--- config.mk ---
export PLATFORM = sky130hd
export DESIGN_NAME = generic_fifo_dc_flat
export DESIGN_NICKNAME = d
export VERILOG_FILES = /design/src/rtl/generic_fifo_dc_pkg.sv /design/src/rtl/generic_fifo_dc_if.sv /design/src/rtl/generic_fifo_dc_fifo_ram.sv /design/src/rtl/generic_fifo_dc.sv /design/src/flat_wrapper.sv
export SDC_FILE = /design/constraint.sdc
export NUM_CORES = 2
export LEC_CHECK = 0
export BUFFER_PORTS_ARGS = -buffer_cell sky130_fd_sc_hd__buf_2
export CAP_MARGIN = 20
export CORE_MARGIN = 4
export CORE_UTILIZATION = 60
export DETAILED_ROUTE_END_ITERATION = 7
export PLACE_DENSITY = 0.76
export SYNTH_ARGS = -nofsm -noshare
export SYNTH_HDL_FRONTEND = slang
export SYNTH_SLANG_ARGS = --single-unit
--- constraint.sdc ---
create_clock -name clk -period 6.2 [get_ports clk]
set_clock_uncertainty 0.15 [all_clocks]
set_input_delay 1.24 -clock clk [delete_from_list [all_inputs] [get_ports clk]]
set_output_delay 1.24 -clock clk [all_outputs]
set_load 0.05 [all_outputs]
--- src/rtl/generic_fifo_dc_pkg.sv ---
// Shared types for the generic_fifo_dc FIFO slice.
package generic_fifo_dc_pkg;
  typedef logic [1:0] level_t;
  localparam level_t LEVEL_TOP = 2'b11;
endpackage

--- src/rtl/generic_fifo_dc_if.sv ---
// Producer/consumer bus of generic_fifo_dc: push, pop, clear and status flags.
interface generic_fifo_dc_if
  import generic_fifo_dc_pkg::*;
#(
  parameter int dw = 8
);
  logic          clr;
  logic [dw-1:0] din;
  logic          we;
  logic          re;
  logic [dw-1:0] dout;
  logic          full;
  logic          empty;
  logic          full_n;
  logic          empty_n;
  level_t        level;

  modport master (
    output clr, din, we, re,
    input  dout, full, empty, full_n, empty_n, level
  );

  modport slave (
    input  clr, din, we, re,
    output dout, full, empty, full_n, empty_n, level
  );
endinterface

--- src/rtl/generic_fifo_dc_fifo_ram.sv ---
// 2^aw x dw storage: synchronous write, registered read that holds when not enabled.
module fifo_ram
  import generic_fifo_dc_pkg::*;
#(
  parameter int dw = 8,
  parameter int aw = 8
) (
  input  logic          clk,
  input  logic          rst,
  input  logic          we_i,
  input  logic [aw-1:0] waddr_i,
  input  logic [dw-1:0] wdata_i,
  input  logic          re_i,
  input  logic [aw-1:0] raddr_i,
  output logic [dw-1:0] rdata_o
);
  logic [dw-1:0] mem [2**aw];
  logic [dw-1:0] rdata_q;

  always_ff @(posedge clk) begin
    if (we_i) mem[waddr_i] <= wdata_i;
  end

  // Only the output register is reset; the array keeps whatever it held.
  always_ff @(posedge clk or negedge rst) begin
    if (!rst)      rdata_q <= '0;
    else if (re_i) rdata_q <= mem[raddr_i];
  end

  assign rdata_o = rdata_q;
endmodule

--- src/rtl/generic_fifo_dc.sv ---
// Single-clock FIFO with registered read port, exact and threshold flags, coarse fill level.
module generic_fifo_dc
  import generic_fifo_dc_pkg::*;
#(
  parameter int dw = 8,
  parameter int aw = 8,
  parameter int n  = 32
) (
  input  logic           clk,
  input  logic           rst,
  generic_fifo_dc_if.slave bus
);
  localparam logic [aw:0] DEPTH     = {1'b1, {aw{1'b0}}};
  localparam logic [aw:0] N_TH      = (aw+1)'(n);
  localparam logic [aw:0] FULL_N_TH = DEPTH - N_TH;

  logic [aw-1:0] wp_q, wp_d;
  logic [aw-1:0] rp_q, rp_d;
  logic [aw:0]   cnt_q, cnt_d;
  logic          full, empty;
  logic          wr_acc, rd_acc;
  logic [dw-1:0] dout;

  // Clear wins over traffic, so it also blocks the RAM write and the dout load.
  assign wr_acc = bus.we & ~full  & ~bus.clr;
  assign rd_acc = bus.re & ~empty & ~bus.clr;

  always_comb begin
    wp_d  = wp_q;
    rp_d  = rp_q;
    cnt_d = cnt_q;
    if (bus.clr) begin
      wp_d  = '0;
      rp_d  = '0;
      cnt_d = '0;
    end else begin
      if (wr_acc) wp_d = wp_q + 1'b1;
      if (rd_acc) rp_d = rp_q + 1'b1;
      unique case ({wr_acc, rd_acc})
        2'b10:   cnt_d = cnt_q + 1'b1;
        2'b01:   cnt_d = cnt_q - 1'b1;
        default: cnt_d = cnt_q;
      endcase
    end
  end

  always_ff @(posedge clk or negedge rst) begin
    if (!rst) begin
      wp_q  <= '0;
      rp_q  <= '0;
      cnt_q <= '0;
    end else begin
      wp_q  <= wp_d;
      rp_q  <= rp_d;
      cnt_q <= cnt_d;
    end
  end

  fifo_ram #(.dw(dw), .aw(aw)) u_ram (
    .clk     (clk),
    .rst     (rst),
    .we_i    (wr_acc),
    .waddr_i (wp_q),
    .wdata_i (bus.din),
    .re_i    (rd_acc),
    .raddr_i (rp_q),
    .rdata_o (dout)
  );

  // Occupancy alone separates full from empty; pointers are equal in both cases.
  assign empty       = (cnt_q == '0);
  assign full        = (cnt_q == DEPTH);
  assign bus.empty   = empty;
  assign bus.full    = full;
  assign bus.empty_n = (cnt_q < N_TH);
  assign bus.full_n  = (cnt_q > FULL_N_TH);
  assign bus.level   = cnt_q[aw] ? LEVEL_TOP : cnt_q[aw-1:aw-2];
  assign bus.dout    = dout;
endmodule

--- src/flat_wrapper.sv ---
// flat-port wrapper written by rule: the top's interface ports become plain ports
module generic_fifo_dc_flat import generic_fifo_dc_pkg::*;
#(
  parameter int dw = 8,
  parameter int aw = 8,
  parameter int n  = 32
)
  (clk, rst, bus_clr, bus_din, bus_we, bus_re, bus_dout, bus_full, bus_empty, bus_full_n, bus_empty_n, bus_level);
  generic_fifo_dc_if #(.dw(dw)) bus_i ();
  input  logic clk;
  input  logic rst;
  input wire logic [$bits(bus_i.clr)-1:0] bus_clr;
  input wire logic [$bits(bus_i.din)-1:0] bus_din;
  input wire logic [$bits(bus_i.we)-1:0] bus_we;
  input wire logic [$bits(bus_i.re)-1:0] bus_re;
  output wire logic [$bits(bus_i.dout)-1:0] bus_dout;
  output wire logic [$bits(bus_i.full)-1:0] bus_full;
  output wire logic [$bits(bus_i.empty)-1:0] bus_empty;
  output wire logic [$bits(bus_i.full_n)-1:0] bus_full_n;
  output wire logic [$bits(bus_i.empty_n)-1:0] bus_empty_n;
  output wire logic [$bits(bus_i.level)-1:0] bus_level;
  assign bus_i.clr = bus_clr;
  assign bus_i.din = bus_din;
  assign bus_i.we = bus_we;
  assign bus_i.re = bus_re;
  assign bus_dout = bus_i.dout;
  assign bus_full = bus_i.full;
  assign bus_empty = bus_i.empty;
  assign bus_full_n = bus_i.full_n;
  assign bus_empty_n = bus_i.empty_n;
  assign bus_level = bus_i.level;
  generic_fifo_dc #(.dw(dw), .aw(aw), .n(n)) u_core (.clk(clk), .rst(rst), .bus(bus_i));
endmodule
# Word-level counts from Yosys, hierarchy flattened
# Memory sizes are Yosys's and may differ from the RTL's. A register that Yosys moved wholly into a read port is not among the register bits.
# Index checks and enable logic that the tools add are counted.
# Widths: inputs -> output; s select.
[totals]
register_bits = 25
ram_bits = 2048
input_bits = 13
output_inout_bits = 14
word_cells = 34
memories = 1
[classes]
add_sub_neg = 4
n_lt_le_gt_ge = 2
eq_ne = 3
muxes = 9
n_bitwise = 7
reduce_logical = 5
[mem_list]
columns = ["name", "words", "width", "rd", "rd_ports_with_merged_regs", "wr", "line_no", "source"]
rows = [
  ["u_core.u_ram.mem", 256, 8, 1, 1, 1, "generic_fifo_dc_fifo_ram.sv:17", "logic [dw-1:0] mem [2**aw];"],
]
[ops]
columns = ["cell", "count"]
rows = [
  ["$mux 8", 4],
  ["$pmux 9 s2", 1],
  ["$add 8x1->8 const B", 2],
  ["$add 9x1->9 const B", 1],
  ["$eq 9x9->1 const B", 1],
  ["$gt 9x8->1 const B", 1],
  ["$logic_not 9->1", 1],
  ["$lt 9x6->1 const B", 1],
  ["$mux 9", 1],
  ["$sub 9x1->9 const B", 1],
  ["$and 1x1->1", 4],
  ["$reduce_bool 2->1", 2],
  ["$not 1->1", 3],
  ["$reduce_bool 3->1", 1],
  ["$eq 2x1->1 const B", 1],
  ["$eq 2x2->1 const B", 1],
  ["$mux 1", 2],
  ["$mux 2", 1],
  ["$logic_not 1->1", 1],
]

# Depth between registers and ports, before layout
[logic_depth]
depth_word = 7
depth_mapped = 14

# Modules after synthesis
# Synthesis repeated with hierarchy kept, for this count alone.
[unflattened]
hier_cells = 3992
hier_area_um2 = 81613.3
[by_module_without_submodules]
columns = ["module", "instances", "cells_each", "area_each_um2", "seq_area_each_um2"]
rows = [
  ["fifo_ram", 1, 3816, 79961.7, 61699.2],
  ["generic_fifo_dc", 1, 176, 1651.6, 625.6],
]

# Worst setup path after synthesis
# Ideal clock, no wire load.
[synth_path]
path_kind = "register to register"
from = "register u_core.cnt_q[8]"
to = "register u_core.cnt_q[8]"
setup_ns = 0.128
arrival_time_ns = 5.062
slack_ns = 0.861
stages_incl_launch_ff = 15
path_buffers = 1
period_less_slack_ns = 5.339
path_cell_list = "dfrtp_1 nor4_1 and3_1 nor2b_1 nand2b_1 clkbuf_1 nor2_1 fa_1 a21o_1 a21oi_1 nor2b_1 o21ai_0 a21oi_1 mux2i_1 mux2_1"
[synth_between]
elab_chain_cells = 7
word_cells_on_any_way = 15
classes_between = "add/sub: 2; eq/ne: 3; mux: 2; bitwise: 6; reduce/logical: 2"
[synth_rtl]
columns = ["element", "line_no", "source"]
rows = [
  ["from (decl)", "generic_fifo_dc.sv:19", "logic [aw:0] cnt_q, cnt_d;"],
  ["from (signal assigned)", "generic_fifo_dc.sv:55", "cnt_q <= cnt_d;"],
  ["$logic_not 9->1 *", "generic_fifo_dc.sv:71", "assign empty = (cnt_q == '0);"],
  ["named net bus_empty", "flat_wrapper.sv:18", "output wire logic [$bits(bus_i.empty)-1:0] bus_empty;"],
  ["$not 1->1 *", "generic_fifo_dc.sv:26", "assign rd_acc = bus.re & ~empty & ~bus.clr;"],
  ["$and 1x1->1 * (2 in a row)", "generic_fifo_dc.sv:26", ""],
  ["$eq 2x1->1 or $eq 2x2->1 (tied branches)", "generic_fifo_dc.sv:39", "unique case ({wr_acc, rd_acc})"],
  ["$pmux 9 s2", "generic_fifo_dc.sv:39", ""],
  ["$mux 9", "generic_fifo_dc.sv:32", "if (bus.clr) begin"],
]
# The timed path passes the listed nets; every way through them passes the cells marked *.
# A chain may end at the register's enable or synchronous reset.

# Worst setup path in the final report
[layout_path]
from = "register u_core.cnt_q[8]"
to = "register u_core.cnt_q[7]"
[layout_between]
elab_chain_cells = 7
word_cells_on_any_way = 13
classes_between = "eq/ne: 3; mux: 2; bitwise: 6; reduce/logical: 2"
[layout_rtl]
columns = ["element", "line_no"]
rows = [
  ["$eq 9x9->1 or $logic_not 9->1 (tied branches)", "generic_fifo_dc.sv:72, generic_fifo_dc.sv:71"],
  ["$not 1->1, on equally long branches", "generic_fifo_dc.sv:25, generic_fifo_dc.sv:26"],
  ["$and 1x1->1, on equally long branches (2 in a row)", "generic_fifo_dc.sv:25, generic_fifo_dc.sv:26"],
  ["$eq 2x1->1 or $eq 2x2->1 (tied branches)", "generic_fifo_dc.sv:39"],
  ["$pmux 9 s2", "generic_fifo_dc.sv:39"],
  ["$mux 9", "generic_fifo_dc.sv:32"],
]
# Parallel ways exist; a longest one is shown, timed or not.

==> flow_summary.json <==
{
  "grt_pass1_vias": 41451,
  "post_cts_buffers": 0,
  "synth-edff-count": 2048,
  "die_h_um": 375.6,
  "relSlewSlack_pct": 15.31,
  "root_buffer": "clkbuf_16",
  "critical_path.endpoint_type": "flip-flop",
  "clk_path_buf_depth": 3,
  "syn_area_mm2": 0.08108,
  "setup_viol": 0,
  "cts_tree": "done",
  "synth-seq-cells": 2081,
  "tightest_slew_ps": 1265,
  "vias": 42283,
  "routedWlPerCell_um": 33.12,
  "syn_inst": 4082,
  "cap_viol_max_count": 0,
  "max_freq_ghz": 0.2007,
  "final_antenna_net_count": 0,
  "synth_area_leaders": "edfxtp_1, mux4_2, mux2i_1, nor2_1, o221ai_1",
  "drive_gt1_share_pct": 18.36,
  "finalCritPeriodShare_pct": 80.36,
  "vias_per_cell": 6.974,
  "cp_max_fo": 9,
  "crit_required_ps": 6770,
  "grt_use_total_pct": 28.69,
  "rows": 134,
  "power_density_mw_per_mm2": 377.3,
  "gp_congestion": 0.9231,
  "hold_viol_final": 0,
  "drcViolationCount": 0,
  "utilization_pct": 66.89,
  "core_area_mm2": 0.1338,
  "min_period_ps": 4982,
  "syn_avg_cell_area_um2": 19.86,
  "grt_max_degree": 162,
  "rsz0062_at_grt": "false",
  "dpl.hpwl_um": 116000,
  "wl_um": 200800,
  "antenna_found_initial": 5,
  "status": "completed",
  "min_path_type": "flip-flop to flip-flop",
  "fin_setup_tns_ps": 0,
  "synth-main-ff-cell": "edfxtp_1",
  "overflow": 0,
  "path_clk_slew_ps": 60,
  "areaGrowthSynthToFinish_pct": 10.38,
  "crit_path_start_kind": "flip-flop",
  "synthDistinctLibCells": 58,
  "die-area_mm2": 0.1411,
  "slew_violations": 0,
  "port_buffers": 26,
  "grt_pass1_wl_um": 293000,
  "start_util_pct": 60.60,
  "cts_made_buffers": 196,
  "synth_top_area_cell": "edfxtp_1",
  "arrival_ps": 5550,
  "peakVddDrop_uv": 469.7,
  "ys.warnings.count": 0,
  "syn_nets": 4108,
  "clock_sinks": 2081,
  "layout.nets": 4157,
  "dieWidth_um": 375.6,
  "ios": 27,
  "p_leak_uw": 0.02718,
  "cts_hold_buf": 0,
  "htreeDepth": 4,
  "yosys.area.top_type_share_pct": 75.85,
  "crit_type": "flip-flop to flip-flop",
  "ys_seq_area_share_pct": 76.87,
  "clk_latency_ps": 820,
  "finalPower_uw": 33760,
  "drtPass1Iterations": 6,
  "async_flop_share_pct": 1.586,
  "cts_resized": 0,
  "drt_iter0_drc": 6146
}
layer usage:
layer	vias to the layer above	wire, um	part of all wire (%)	GRT usage (%)
li1	17016	-	-	-
met3	442	24180	12	7.315
met4	4	8113	4.0	10.99
met2	3117	92830	46	42.97
met5	-	26	0.013	0
met1	21704	75630	38	41.49
layout make-up:
class,count,area [um^2]
Sequential cell,2081,62340
Fill cell,8173,44290
Multi-Input combinational cell,1744,17650
Clock buffer,234,5132
Tap cell,1768,2212
Clock inverter,126,1114
Timing Repair Buffer,99,1016
Inverter,9,38.79
Antenna cell,2,5.005
kinds of logic after synthesis:
family                     share of synthesized area, %
DFF                                               76.87
buffers and inverters                             1.444
adders and majority gates                        0.2099
muxes                                             14.12
and+or+nand+nor                                   2.938
AOI/OAI and AO/OA                                 4.221
xor gates and xnor gates                         0.2052
registers in the layout, summed over array words and instances (netlist names):
| signal | cells |
|---|---|
| u_core.rp_q | 8 |
| u_core.u_ram.mem | 2048 |
| u_core.wp_q | 8 |
| u_core.u_ram.rdata_o | 8 |
| u_core.cnt_q | 9 |
stage by stage:
stage                     hold slack (ps)  instances  setup WS (ps)  instance area (um^2)
after floorplan                     323.2       4082          860.9                 81080
after global placement              353.2       5698           1053                 83200
after detailed placement            357.8       5700          946.7                 83240
after CTS                           373.6       6060           1460                 89480
after global routing                414.4       6061           1171                 89500
final                               372.1       6063           1218                 89500
cell usage after synthesis, drive strengths merged (3+ instances only):
master / instances
edfxtp: 2048
mux4: 373
mux2i: 303
nor2: 301
clkbuf: 146
o221ai: 124
buf: 102
a21oi: 97
nand2: 78
o21ai: 61
o22ai: 61
nor3: 55
a22oi: 54
dfrtp: 33
nand3: 33
a211oi: 29
nor2b: 21
nand4: 13
xnor2: 13
ha: 12
nor4: 10
inv: 9
a2111oi: 8
a221oi: 8
a311oi: 8
nand2b: 8
o311ai: 8
or3: 8
o22a: 7
o311a: 7
and3: 6
xor2: 6
o31ai: 5
and2: 4
or2: 3
worst max-delay path, cell delays in order, from the launching register on:
cell,delay [ps]
dfrtp_1,450
nor4_1,130
and3_1,220
nor2b_1,610
nand2b_1,680
nor2_1,720
ha_1,360
a21o_1,180
a21oi_1,240
o21bai_1,140
a2111oi_0,490
nor3_1,150
xnor2_1,150
o31ai_1,200
placed cells by master (no fill, tap or decap), types with 29 or more instances in the layout:
cell,n
edfxtp_1,2048
o221ai_1,124
clkinv_1,38
nand2_1,64
a21oi_1,97
buf_4,51
a211oi_1,29
o22ai_1,61
clkbuf_1,34
nand3_1,33
mux2i_1,303
clkbuf_16,200
nor2_1,300
dfrtp_1,29
a22oi_1,54
o21ai_0,43
mux4_2,373
nor3_1,55
clkinv_2,53
final timing paths:
check / from / to / slack (ps) / cells after the start
setup / recovery: u_core.cnt_q[8] / u_core.cnt_q[7] / 1220 / 13
hold / removal: u_core.cnt_q[3] / u_core.cnt_q[3] / 370 / 2
setup reg to reg: u_core.cnt_q[8] / u_core.cnt_q[7] / 1220 / 13
hold reg to reg: u_core.cnt_q[3] / u_core.cnt_q[3] / 370 / 2
max in group asynchronous: rst / u_core.rp_q[0] / 4780 / 1
min in group asynchronous: rst / u_core.cnt_q[8] / 400 / 1
power breakdown:
part / leakage (uW) / switching [uW] / internal [uW]
registers: 0.0188 / 187 / 15500
logic: 0.00526 / 3490 / 2820
clock network: 0.00308 / 5140 / 6610
total: 0.0272 / 8810 / 25000
(Power assumes the default switching activity.)
